<file path="src/rtl/cpu_pkg.sv">
// Shared CPU front-end definitions.
//   WORD_W     : instruction and address width (word addressed)
//   NOP_INSTR  : instruction presented to IF whenever no fetched entry is available
//   pf_entry_t : one prefetch queue entry, the fetch address paired with its instruction
//   word_inc   : next sequential word address, wrapping 16'hFFFF -> 16'h0000
package cpu_pkg;

    localparam int WORD_W = 16;

    localparam logic [WORD_W-1:0] NOP_INSTR = 16'h0000;

    typedef struct packed {
        logic [WORD_W-1:0] pc;
        logic [WORD_W-1:0] instr;
    } pf_entry_t;

    function automatic logic [WORD_W-1:0] word_inc(input logic [WORD_W-1:0] addr);
        return addr + WORD_W'(1);
    endfunction

endpackage

</file>
<file path="src/rtl/pf_fifo.sv">
// Small synchronous FIFO holding fetched {pc, instr} entries.
// The head is read straight from the storage registers, so a pushed entry
// becomes visible one cycle after the push (no bypass from push_data).
// Ports:
//   clk        in   clock, all state on rising edge
//   rst        in   synchronous active-high reset, empties the FIFO
//   clear      in   synchronous flush, same effect as rst
//   push       in   write push_data at the tail (ignored when full)
//   push_data  in   entry to write
//   pop        in   drop the head entry (ignored when empty)
//   head       out  oldest entry, meaningful only when !empty
//   count      out  number of stored entries, 0..DEPTH
//   empty      out  count == 0
module pf_fifo #(
    parameter int  DEPTH = 4,
    parameter type T     = logic [31:0]
) (
    input  logic                     clk,
    input  logic                     rst,
    input  logic                     clear,
    input  logic                     push,
    input  T                         push_data,
    input  logic                     pop,
    output T                         head,
    output logic [$clog2(DEPTH):0]   count,
    output logic                     empty
);

    localparam int AW = $clog2(DEPTH);
    localparam int CW = AW + 1;

    T               mem [DEPTH];
    logic [AW-1:0]  rd_ptr;
    logic [AW-1:0]  wr_ptr;
    logic           full;
    logic           do_push;
    logic           do_pop;

    assign empty   = (count == '0);
    assign full    = (count == CW'(DEPTH));
    assign do_push = push && !full;
    assign do_pop  = pop && !empty;
    assign head    = mem[rd_ptr];

    // Pointer and occupancy bookkeeping; DEPTH is a power of two so the
    // pointers wrap on their own.
    always_ff @(posedge clk) begin
        if (rst || clear) begin
            rd_ptr <= '0;
            wr_ptr <= '0;
            count  <= '0;
        end else begin
            if (do_push) begin
                wr_ptr <= wr_ptr + AW'(1);
            end
            if (do_pop) begin
                rd_ptr <= rd_ptr + AW'(1);
            end
            case ({do_push, do_pop})
                2'b10:   count <= count + CW'(1);
                2'b01:   count <= count - CW'(1);
                default: count <= count;
            endcase
        end
    end

    // Storage is never reset; stale slots are unreachable once the pointers
    // are cleared.
    always_ff @(posedge clk) begin
        if (do_push) begin
            mem[wr_ptr] <= push_data;
        end
    end

endmodule

</file>
<file path="src/rtl/if_prefetch_queue.sv">
// Instruction prefetch buffer sitting directly in front of the IF stage.
// Runs ahead of IF issuing in-order instruction memory reads and queues the
// returned {pc, instr} pairs, absorbing memory latency and IF stalls. Any PC
// redirect flushes the queue and discards all reads still in flight.
// Ports:
//   clk          in   clock, all state on rising edge
//   rst          in   synchronous active-high reset
//   hlt          in   halt: suppresses new memory requests only
//   stall        in   IF is not accepting the head entry this cycle
//   redirect     in   PC redirect (taken branch / call / ret)
//   redirect_pc  in   redirect target
//   imem_req     out  read request, at most one per cycle, never back-pressured
//   imem_addr    out  word address of the request (0 when no request)
//   imem_rvalid  in   response valid, responses return in request order
//   imem_rdata   in   response instruction
//   valid        out  head entry valid for IF
//   instr        out  head instruction, NOP_INSTR when !valid
//   pc           out  head address, 0 when !valid
//   pc_inc       out  head address + 1 (wrapping), 0 when !valid
module if_prefetch_queue
    import cpu_pkg::*;
#(
    parameter int                DEPTH    = 4,
    parameter logic [WORD_W-1:0] RESET_PC = 16'h0000
) (
    input  logic              clk,
    input  logic              rst,
    input  logic              hlt,
    input  logic              stall,
    input  logic              redirect,
    input  logic [WORD_W-1:0] redirect_pc,
    output logic              imem_req,
    output logic [WORD_W-1:0] imem_addr,
    input  logic              imem_rvalid,
    input  logic [WORD_W-1:0] imem_rdata,
    output logic              valid,
    output logic [WORD_W-1:0] instr,
    output logic [WORD_W-1:0] pc,
    output logic [WORD_W-1:0] pc_inc
);

    localparam int           CW      = $clog2(DEPTH) + 1;
    localparam logic [CW:0]  DEPTH_W = (CW + 1)'(DEPTH);

    logic [WORD_W-1:0] fetch_pc;
    logic [WORD_W-1:0] resp_pc;
    logic [CW-1:0]     outstanding;
    logic [CW-1:0]     drop_cnt;
    logic [CW-1:0]     q_count;
    logic              q_empty;
    logic              q_valid;
    pf_entry_t         q_head;
    pf_entry_t         push_entry;
    logic [CW:0]       credit_used;
    logic              issue;
    logic              do_push;
    logic              do_pop;
    logic              resp_dropped;

    // Queued entries plus reads in flight may never exceed DEPTH; this is
    // what guarantees every response has a free slot when it lands.
    assign credit_used  = {1'b0, q_count} + {1'b0, outstanding};
    assign issue        = !rst && !redirect && !hlt && (credit_used < DEPTH_W);

    // Responses belonging to a pre-redirect stream are discarded; a redirect
    // in the same cycle also discards the response arriving with it.
    assign resp_dropped = (drop_cnt != '0);
    assign do_push      = imem_rvalid && !resp_dropped && !redirect && !rst;
    assign q_valid      = !q_empty;
    assign do_pop       = q_valid && !stall && !redirect && !rst;

    assign push_entry.pc    = resp_pc;
    assign push_entry.instr = imem_rdata;

    pf_fifo #(
        .DEPTH (DEPTH),
        .T     (pf_entry_t)
    ) u_fifo (
        .clk       (clk),
        .rst       (rst),
        .clear     (redirect),
        .push      (do_push),
        .push_data (push_entry),
        .pop       (do_pop),
        .head      (q_head),
        .count     (q_count),
        .empty     (q_empty)
    );

    // Fetch/response address tracking and the in-flight / drop counters.
    // resp_pc only advances on kept responses, so after a redirect it lines up
    // with the first read issued to the new target.
    always_ff @(posedge clk) begin
        if (rst) begin
            fetch_pc    <= RESET_PC;
            resp_pc     <= RESET_PC;
            outstanding <= '0;
            drop_cnt    <= '0;
        end else if (redirect) begin
            fetch_pc    <= redirect_pc;
            resp_pc     <= redirect_pc;
            outstanding <= outstanding - CW'(imem_rvalid);
            drop_cnt    <= outstanding - CW'(imem_rvalid);
        end else begin
            if (issue) begin
                fetch_pc <= word_inc(fetch_pc);
            end
            if (do_push) begin
                resp_pc <= word_inc(resp_pc);
            end
            outstanding <= outstanding + CW'(issue) - CW'(imem_rvalid);
            if (imem_rvalid && resp_dropped) begin
                drop_cnt <= drop_cnt - CW'(1);
            end
        end
    end

    // Memory request and IF-facing outputs; everything IF sees comes from
    // the registered queue head and is forced to idle values when empty.
    always_comb begin
        imem_req  = issue;
        imem_addr = '0;
        valid     = q_valid;
        instr     = NOP_INSTR;
        pc        = '0;
        pc_inc    = '0;
        if (issue) begin
            imem_addr = fetch_pc;
        end
        if (q_valid) begin
            instr  = q_head.instr;
            pc     = q_head.pc;
            pc_inc = word_inc(q_head.pc);
        end
    end

endmodule

</file>
<file path="config.mk">
export PLATFORM = sky130hd
export DESIGN_NAME = if_prefetch_queue
export DESIGN_NICKNAME = d
export VERILOG_FILES = /design/src/rtl/cpu_pkg.sv /design/src/rtl/pf_fifo.sv /design/src/rtl/if_prefetch_queue.sv
export SDC_FILE = /design/constraint.sdc
export NUM_CORES = 1
export LEC_CHECK = 0
export CORE_MARGIN = 2
export CORE_UTILIZATION = 55
export DETAILED_ROUTE_END_ITERATION = 6
export PLACE_DENSITY_LB_ADDON = 0.25
export RECOVER_POWER = 25
export SYNTH_ARGS = -nofsm -noshare
export SYNTH_HDL_FRONTEND = slang
export SYNTH_SLANG_ARGS = --single-unit
</file>
<file path="constraint.sdc">
create_clock -name clk -period 8.4 [get_ports clk]
set_input_delay 1.68 -clock clk [delete_from_list [all_inputs] [get_ports clk]]
set_output_delay 1.68 -clock clk [all_outputs]
set_load 0.01 [all_outputs]
</file>
==> results.md, run 1 <==
- Status: complete, no violations
- Vias: 5024
- Arrival @ worst endpoint: 4.45 ns
- GRT met3 Usage: 5.40%
- Maximum clock rate: 163 MHz
- Clock skew: 0.00836 ns
- Yosys top cell by area: edfxtp_1
- Final slew viol count: 0
- Avg WL per Cell: 18.5 um
- Die W: 124 um
- Busiest layer in global routing: met2
- Slew HR: 30.2%
- Vias in the first global route: 4900
- Fraction of layout cells with a size suffix above 1: 10.9%
- Congestion Overflow GR: 0
- Hold endpoint: fetch_pc[9]
- Crit path launch type: input port
- Setup-failing EPs final: 0
- CP Data Required Time: 6.72 ns
- Yosys top cell area share: 48.9%
- IO Port Bufs: 103
- Register area: 4790 um2
- Post-CTS Resized: 0
- Die area: 15300 um2
- Type of the worst setup path: input port to primary output
- Max cap viols: 0
- Post-synth top flop: edfxtp_1
- Register-to-Register Path Depth: 10
- Multi-input gate area: 2840 um2
- Ys Warns: 0
- I/O pin cnt: 104
- Initial Util: 56.4%
- Met2 Usage GRT: 37.3%
- Hold Path Cell Cnt: 2
- # clock sinks: 175
- Yosys reg bits: 175
- N_diodes: 0
- Unrepaired setup endpoints after global routing: false
- CP endpoint kind: primary output
- Synth top cells by count: edfxtp_1, and2_1, nor2_1
- Post-synthesis sequential area ratio: 60.9%
- GP Congestion: 0.867
- Post-route minimum period: 6.13 ns
- Largest cells by area after synthesis: edfxtp_1, dfxtp_1, mux4_2, and2_1, xnor2_1
- Gr usage total: 22.7%
- Setup slack, reg-to-reg: 5.33 ns
- HP Class: register to register
- Clock Tree Root: clkbuf_16
- Area grow syn2layout: 22.7%
- Die H: 124 um
- Final hold slack: 0.531 ns
- Critical path fanouts, max: 36
- Min-delay src: fetch_pc[9]
- Post-synth ARST share: 0%
- Hold buffer count at CTS: 0
- H-tree depth: 4
- Pin count of the biggest net entering global routing: 39
- Filler instances: 973
- Cts bufs inserted: 17
- Synth Area per Inst: 13.3 um2
- Drt total wl: 16.4 mm
- Max Buffers Root-to-Sink: 2
- Syn Std Cell Area: 7860 um2
- Core footprint: 13900 um2
- Mapped Cells: 592
- Setup TNS: 0 ns
- CTS tree: done
- Initial antenna violation count: 0
- First DRT Iteration DRCs: 415
- Final Net Count: 750
- Site row count: 43
- Reg2Reg Capture Point: outstanding[2]
- Crit share post-route: 73.0%
- Lkg Pwr: 3.18 nW
- Clock-pin slew on the worst setup and hold paths: 0.06 ns
- Cell with the most instances after synthesis: edfxtp_1
- First-pass detailed-route iteration total: 5
- Drt via density: 5.66
- Worst-Margin Slew: 1.05 ns
- Setup Fix Bufs, Post-CTS: 0
- Routing usage on met1: 30.7%
- Clk_lat worst skew: 0.42 ns
- Peak VDD IR: 0.000125 V
- DRT antenna net count: 0
- Final hold vios: 0
- FF-to-FF Start: u_fifo.count[2]
- Yosys cell types: 48
- First-pass GRT wire length: 25.7 mm
- Post-synth EDFFs: 128
- Pwr dens: 195 nW/um2
- Detailed Place HPWL: 10.5 mm
- Syn nets: 648
- # DRC: 0
## through the flow
stage	total power [W]	cell area, um2	utilization (%)	setup slack, ns	instances
detailed placement	0.00111	9040	64.9	2.27	855
floorplan	0.00106	7860	-	3.52	592
CTS	0.00189	9640	69.2	2.26	887
global route	0.00194	9640	69.2	2.09	887
finish	0.00188	9640	69.2	2.27	887
global placement	0.00111	9040	64.9	2.35	855
## where the power goes
part	switching, W	internal (W)	leakage [nW]
Sequential	0.0000217	0.000949	1.55
Combinational	0.0000647	0.0000612	1.34
Clock	0.000318	0.000467	0.283
## layer usage
layer,up-vias,wire length [um]
met5,-,0
met4,0,151
met3,14,871
met2,161,8200
met1,2471,7220
li1,2378,-
## worst max-delay path by stage
stage | start | to
3_3_place_gp | rst | imem_addr[12]
4_1_cts | rst | imem_addr[12]
5_1_grt | rst | imem_addr[12]
6_report | rst | imem_addr[12]
3_5_place_dp | rst | imem_addr[12]
2_1_floorplan | rst | imem_addr[11]
## layout by cell type (no fill, tap or decap), drive strengths merged, types with 4 or more instances in the layout
cell,count
edfxtp,128
clkdlybuf4s50,96
and2,50
nor2,50
dfxtp,47
nand2,38
mux4,32
xnor2,30
inv,28
a21oi,20
nand3,18
clkbuf,18
ha,16
nand4,12
nor3,12
a31oi,9
o21ai,9
xor2,9
buf,9
a21boi,7
a211oi,7
dlygate4sd3,7
clkinv,7
or3,5
mux2,5
nor4,4
## layout make-up
cell class | count | share of cell area [%]
multi-input combinational | 362 | 29.4
clock inverter | 14 | 1.71
tap | 180 | 2.34
sequential | 175 | 49.7
clock buffer | 18 | 4.45
inverter | 26 | 1.01
timing repair buffer | 112 | 11.4
## state kept, by name, indices dropped and copies added, names as in the netlist, named ones only
register and count:
drop_cnt 3, u_fifo.count 3, fetch_pc 16, resp_pc 16, u_fifo.mem 128, outstanding 3
u_fifo.rd_ptr 2, u_fifo.wr_ptr 2
## cell families after synthesis
family          Yosys count  synth area share, %
compound gates           62                 4.98
xor+xnor                 39                 4.35
fa+ha+maj                18                 3.06
buf+inv                  55                 3.07
flops                   175                 60.9
mux                      40                 10.3
simple gates            203                 13.4
## worst max-delay path, cell delays in order
cell and delay [ns]:
clkdlybuf4s50_1 0.40, buf_4 0.25, or2_1 0.39, a311o_1 0.53
inv_2 0.40, and2_1 0.22, clkdlybuf4s50_1 0.55
Power figures use the tool's default switching activity.
==> run 2, diff against run 1 <==
Clock period 8.4 ns to 6.3 ns, I/O delays scaled along.
==> run 2 against run 1 <==
  * Cell count did not move
  * First-iteration DRC count rose by 10%
  * Clock power grew 23%
  * Non-clock buffer count unchanged
  * Design area shrank 0.48%
  * Hold slack got worse by 0.0050 ns
  * Combinational power is 33% higher
  * Sequential power rose by 33%
  * Power is 29% higher
  * Global-route usage decreased by 0.54 points
  * Largest power group unchanged
  * Highest routed layer unchanged
==> results.md, run 2 (synthesis results as in run 1) <==
- Status: complete, no violations
- Routing usage on met1: 30.8% (+0.16 points)
- GRT met3 Usage: 4.43% (-0.97 points)
- Final slew viol count: 0 (unchanged)
- Unrepaired setup endpoints after global routing: false
- H-tree depth: 4 (unchanged)
- Post-CTS Resized: 0 (unchanged)
- Pwr dens: 253 nW/um2 (+30%)
- Largest regs: u_fifo.mem (128), fetch_pc (16), resp_pc (16)
- # DRC: 0 (unchanged)
- Clk pwr share: 39.9% (-1.8 points)
- N_diodes: 0 (unchanged)
- Clock Tree Root: clkbuf_16
- WP buf/inv: 4 (unchanged)
- Slew HR: 28.5% (-1.7 points)
- Setup ws final: 1.05 ns (-1.22 ns)
- Top delay family on crit path: buffers and inverters
- Drt total wl: 15.8 mm (-3.9%)
- Setup TNS: 0 ns (unchanged)
- Critical path fanouts, max: 30 (-17%)
- Die H: 124 um (unchanged)
- IO Port Bufs: 103 (unchanged)
- Crit path launch type: input port
- DP Worst Slack: 1.05 ns (-1.22 ns)
- GP Congestion: 0.846 (-2.4%)
- Sequential share of power: 53.3% (+1.7 points)
- Vias: 4956 (-1.4%)
- Placed Instances: 855 (unchanged)
- Area grow syn2layout: 22.1%
- Largest register FFs: 128 (unchanged)
- CTS tree: done
- Max Buffers Root-to-Sink: 2 (unchanged)
- Setup-failing EPs final: 0 (unchanged)
- Initial Util: 56.4% (unchanged)
- Hold buffer count at CTS: 0 (unchanged)
- Setup Fix Bufs, Post-CTS: 0 (unchanged)
- Max cap viols: 0 (unchanged)
- Core footprint: 13900 um2 (unchanged)
- Busiest layer in global routing: met2
- Avg WL per Cell: 17.8 um (-3.9%)
- Die area: 15300 um2 (unchanged)
- Cts bufs inserted: 17 (unchanged)
- Post-route minimum period: 5.25 ns
- CP Data Required Time: 5.04 ns (-1.68 ns)
- Site row count: 43 (unchanged)
- CP endpoint kind: primary output
- Arrival @ worst endpoint: 3.99 ns (-0.46 ns)
- I/O pin cnt: 104 (unchanged)
- Pin count of the biggest net entering global routing: 39 (unchanged)
- Comb pwr share: 6.9% (+0.2 points)
- Switching share of total power: 22.2% (+0.72 points)
- Clock skew: 0.00651 ns (-0.00185 ns)
- Crit share post-route: 83.4%
- HP Class: register to register
- Final Net Count: 750 (unchanged)
- Lkg Pwr: 3.14 nW (-1.0%)
- First-pass GRT wire length: 25.2 mm (-2.1%)
- Vias in the first global route: 4782 (-2.4%)
- Crit-path cells: clkdlybuf4s50_1, buf_4, or2_1, a311o_1, inv_2, and2_1, clkdlybuf4s50_1
- Gr usage total: 22.2% (-0.54 points)
- Pint: 0.00189 W (+28%)
- # clock sinks: 175 (unchanged)
- Fraction of layout cells with a size suffix above 1: 10.9% (unchanged)
- Clock-pin slew on the worst setup and hold paths: 0.06 ns (about the same)
- Commonest non-fill, non-tap cell in the layout: edfxtp_1
- First DRT Iteration DRCs: 458 (+10%)
- Congestion Overflow GR: 0 (unchanged)
- P_sw: 0.000540 W (+33%)
- CP max stage cell: a311o_1
- Largest Register: u_fifo.mem
- Clk_lat worst skew: 0.43 ns (about the same)
- Detailed Place HPWL: 10.3 mm (-1.9%)
- Worst-Margin Slew: 1.07 ns (+0.0256 ns)
- Drt via density: 5.59 (-1.4%)
- Fin cells: 887 (unchanged)
- DRT antenna net count: 0 (unchanged)
- Final hold vios: 0 (unchanged)
- Most frequent cells in the layout: edfxtp_1, clkdlybuf4s50_1, and2_1, nor2_1, dfxtp_1
- Crit path top cell by count: clkdlybuf4s50_1
- Filler instances: 931 (-4.3%)
- Peak VDD IR: 0.000175 V (+40%)
- Initial antenna violation count: 0 (unchanged)
- First-pass detailed-route iteration total: 5 (unchanged)
- Met2 Usage GRT: 34.8% (-2.5 points)
- Final hold slack: 0.526 ns (-0.00503 ns)
- Maximum clock rate: 190 MHz
- Critical Path Max Stage Delay: 0.54 ns (about the same)
- Type of the worst setup path: input port to primary output
- Die W: 124 um (unchanged)
[run 2: power by group through the flow]
stage                     Clock [W]  Sequential (W)  Combinational, W
after floorplan                   0         0.00131          0.000104
after global placement            0         0.00132          0.000162
after detailed placement          0         0.00132          0.000168
after CTS                  0.000987         0.00129          0.000169
after global routing        0.00103         0.00130          0.000186
final                      0.000968         0.00129          0.000167
[run 2: area by class of cell]
type | instances | area [um2] | area share, %
clock inverter | 13 | 115 | 1.20
multi-input combinational | 362 | 2840 | 29.6
inverter | 26 | 97.6 | 1.02
timing repair buffer | 112 | 1100 | 11.5
tap | 180 | 225 | 2.35
sequential | 175 | 4790 | 49.9
clock buffer | 19 | 433 | 4.51
[run 2: metal layers]
| layer | part of all wire [%] | up-vias | wire (um) |
|---|---|---|---|
| li1 | - | 2373 | - |
| met1 | 45 | 2415 | 7140 |
| met2 | 49 | 148 | 7690 |
| met3 | 4.3 | 20 | 677 |
| met4 | 1.8 | 0 | 288 |
| met5 | 0 | - | 0 |
[run 2: worst register-to-register path, cell delays in order, from the launching register on]
cell and delay [ns]:
dfxtp_1 0.42, ha_1 0.26, or4_1 0.52, a311o_1 0.46, inv_2 0.40, ha_1 0.25, fa_1 0.20, xor2_1 0.16
o21ai_0 0.11, xnor2_1 0.15, nor2_1 0.05
[run 2: stage by stage]
step                      cell area (um2)  util, %  power [W]
after floorplan                      7860        -    0.00141
after global placement               9040     64.9    0.00148
after detailed placement             9040     64.9    0.00149
after CTS                            9590     68.8    0.00245
after global routing                 9590     68.8    0.00251
final                                9590     68.8    0.00243
[run 2: worst paths after layout]
check | startpoint | to | slack, ns | cells after the start
hold / removal | resp_pc[15] | u_fifo.mem[0][31] | 0.53 | 0
setup reg to reg | u_fifo.count[2] | outstanding[2] | 3.21 | 10
hold reg to reg | resp_pc[15] | u_fifo.mem[0][31] | 0.53 | 0
setup / recovery | redirect | imem_addr[12] | 1.05 | 7
==> run 3, diff against run 2 <==
Clock period 6.3 ns to 5.16 ns, I/O delays scaled along.
==> run 3 against run 2 <==
  * Sequential power is 22% higher
  * Clock power increased by 30%
  * Power is 25% higher
  * Largest cell class unchanged
  * Core utilization is 0.41 points higher
  * Combinational power increased by 22%
  * Design area grew 0.60%
  * First-iteration DRC count is 5.5% lower
  * Critical path depth fell by 1
  * Sequential cell count is the same
  * Cell count increased by 0.34%
  * Clock skew about the same
==> results.md, run 3 (synthesis results as in run 1) <==
- Critical Path Max Stage Delay: 0.55 ns (about the same)
- DRT antenna net count: 0 (unchanged)
- Commonest non-fill, non-tap cell in the layout: edfxtp_1
- # DRC: 0 (unchanged)
- Unrepaired setup endpoints after global routing: false
- Detailed Place HPWL: 10.7 mm (+3.9%)
- DP Worst Slack: 0.557 ns (-0.489 ns)
- Crit path launch type: input port
- Setup ws final: 0.562 ns (-0.487 ns)
- Peak VDD IR: 0.000220 V (+26%)
- Die area: 15300 um2 (unchanged)
- Placed Instances: 858 (+0.35%)
- N_diodes: 0 (unchanged)
- Cts bufs inserted: 17 (unchanged)
- CP endpoint kind: primary output
- Final Net Count: 753 (+0.40%)
- Met2 Usage GRT: 37.3% (+2.5 points)
- CTS tree: done
- Drt total wl: 16.4 mm (+3.6%)
- Fraction of layout cells with a size suffix above 1: 11.7% (+0.80 points)
- Initial Util: 56.4% (unchanged)
- Min-delay src: fetch_pc[15]
- Clk pwr share: 41.3% (+1.4 points)
- Clock skew: 0.00637 ns (-0.000132 ns)
- First DRT Iteration DRCs: 433 (-5.5%)
- CP max stage cell: clkdlybuf4s50_1
- P_sw: 0.000678 W (+25%)
- Vias: 5018 (+1.3%)
- Overall power: 0.00304 W (+25%)
- Post-CTS Resized: 0 (unchanged)
- Clock-pin slew on the worst setup and hold paths: 0.06 ns (about the same)
- Largest regs: u_fifo.mem (128), fetch_pc (16), resp_pc (16)
- First-pass detailed-route iteration total: 5 (unchanged)
- HP Class: register to register
- Die W: 124 um (unchanged)
- Hold buffer count at CTS: 0 (unchanged)
- Comb pwr share: 6.7% (-0.2 points)
- Hold endpoint: fetch_pc[15]
- Critical path fanouts, max: 30 (unchanged)
- Routing usage on met1: 30.5% (-0.28 points)
- Final slew viol count: 0 (unchanged)
- Crit-path cells: clkdlybuf4s50_1, or2_1, a311o_1, inv_2, and2_1, clkdlybuf4s50_1
- Crit path top cell by count: clkdlybuf4s50_1
- H-tree depth: 4 (unchanged)
- Setup TNS: 0 ns (unchanged)
- GRT met3 Usage: 4.20% (-0.23 points)
- Pin count of the biggest net entering global routing: 39 (unchanged)
- I/O pin cnt: 104 (unchanged)
- Arrival @ worst endpoint: 3.57 ns (-0.42 ns)
- Drt via density: 5.64 (+0.91%)
- Fin cells: 890 (+0.34%)
- Sequential share of power: 52.0% (-1.3 points)
- Final hold slack: 0.527 ns (+0.00104 ns)
- Max cap viols: 0 (unchanged)
- Busiest layer in global routing: met2
- Most frequent cells in the layout: edfxtp_1, clkdlybuf4s50_1, and2_1, nor2_1, dfxtp_1
- Core footprint: 13900 um2 (unchanged)
- Post-route minimum period: 4.60 ns
- Worst-Margin Slew: 1.09 ns (+0.0232 ns)
- Reg2Reg Capture Point: outstanding[2]
- Maximum clock rate: 217 MHz
- Area grow syn2layout: 22.8%
- Status: complete, no violations
- Clk_lat worst skew: 0.43 ns (about the same)
- Site row count: 43 (unchanged)
- Register-to-Register Path Depth: 10 (unchanged)
- Max Buffers Root-to-Sink: 2 (unchanged)
- Slew HR: 26.9% (-1.5 points)
- CP Data Required Time: 4.13 ns (-0.91 ns)
- Hold Path Cell Cnt: 2 (+2)
- Pwr dens: 315 nW/um2 (+24%)
- First-pass GRT wire length: 25.6 mm (+1.6%)
- Congestion Overflow GR: 0 (unchanged)
- Setup Fix Bufs, Post-CTS: 0 (unchanged)
- Largest register FFs: 128 (unchanged)
- Clock Tree Root: clkbuf_16
- Type of the worst setup path: input port to primary output
- Switching share of total power: 22.3% (+0.052 points)
- GP Congestion: 0.852 (+0.76%)
- Gr usage total: 22.7% (+0.51 points)
- Final hold vios: 0 (unchanged)
- Pint: 0.00236 W (+25%)
- Setup-failing EPs final: 0 (unchanged)
- Die H: 124 um (unchanged)
- Largest Register: u_fifo.mem
- Initial antenna violation count: 0 (unchanged)
- FF-to-FF Start: u_fifo.count[2]
- Setup slack, reg-to-reg: 2.04 ns (-1.17 ns)
- IO Port Bufs: 103 (unchanged)
- Lkg Pwr: 3.19 nW (+1.6%)
- Avg WL per Cell: 18.4 um (+3.2%)
- Vias in the first global route: 4879 (+2.0%)
- # clock sinks: 175 (unchanged)
- Crit share post-route: 89.1%
run 3: cell types whose count changed in the layout (fill, tap and decap cells not counted):
cell and change:
inv_6 +3, clkinv_1 -1, clkinv_4 -1, inv_8 +1
clkinv_2 +2, bufinv_16 +1, clkbuf_1 -2, buf_4 +3
clkinvlp_4 -3
run 3: how the worst max path moves through the flow:
| stage | start | to | depth (start not counted) |
|---|---|---|---|
| 5_1_grt | rst | imem_addr[13] | 6 |
| 3_3_place_gp | rst | imem_addr[12] | 6 |
| 4_1_cts | rst | imem_addr[13] | 6 |
| 2_1_floorplan | rst | imem_addr[11] | 8 |
| 6_report | rst | imem_addr[13] | 6 |
| 3_5_place_dp | rst | imem_addr[13] | 6 |
run 3: stage by stage:
| stage | utilization (%) | area, um2 |
|---|---|---|
| 5_1_grt | 69.2 | 9650 |
| 4_1_cts | 69.2 | 9650 |
| 3_3_place_gp | 65.1 | 9070 |
| 2_1_floorplan | - | 7860 |
| 3_5_place_dp | 65.1 | 9070 |
| 6_report | 69.2 | 9650 |
run 3: area by class of cell:
cell class / instances / area [um2]
flip-flops and latches: 175 / 4790
fillers: 984 / 4290
multi-input cells: 362 / 2840
repair buffers: 115 / 1120
clock buffers: 17 / 425
well taps: 180 / 225
clock inverters: 15 / 158
inverters: 26 / 97.6
run 3: per-layer routing:
metal	vias up	wire (um)
li1	2379	-
met4	0	232
met2	161	8230
met1	2457	7140
met3	21	770
met5	-	0
run 3: power groups by stage:
stage               clock network [W]  registers (W)  logic [W]
floorplan                           0        0.00160   0.000127
detailed placement                  0        0.00161   0.000205
CTS                           0.00128        0.00158   0.000207
global placement                    0        0.00161   0.000198
finish                        0.00126        0.00158   0.000204
global route                  0.00133        0.00158   0.000227
run 3: worst max-delay path: cells and delay by family:
kind / cells / cell delay, ns
compound gates: 1 / 0.52
buf+inv: 3 / 1.41
simple gates: 2 / 0.59
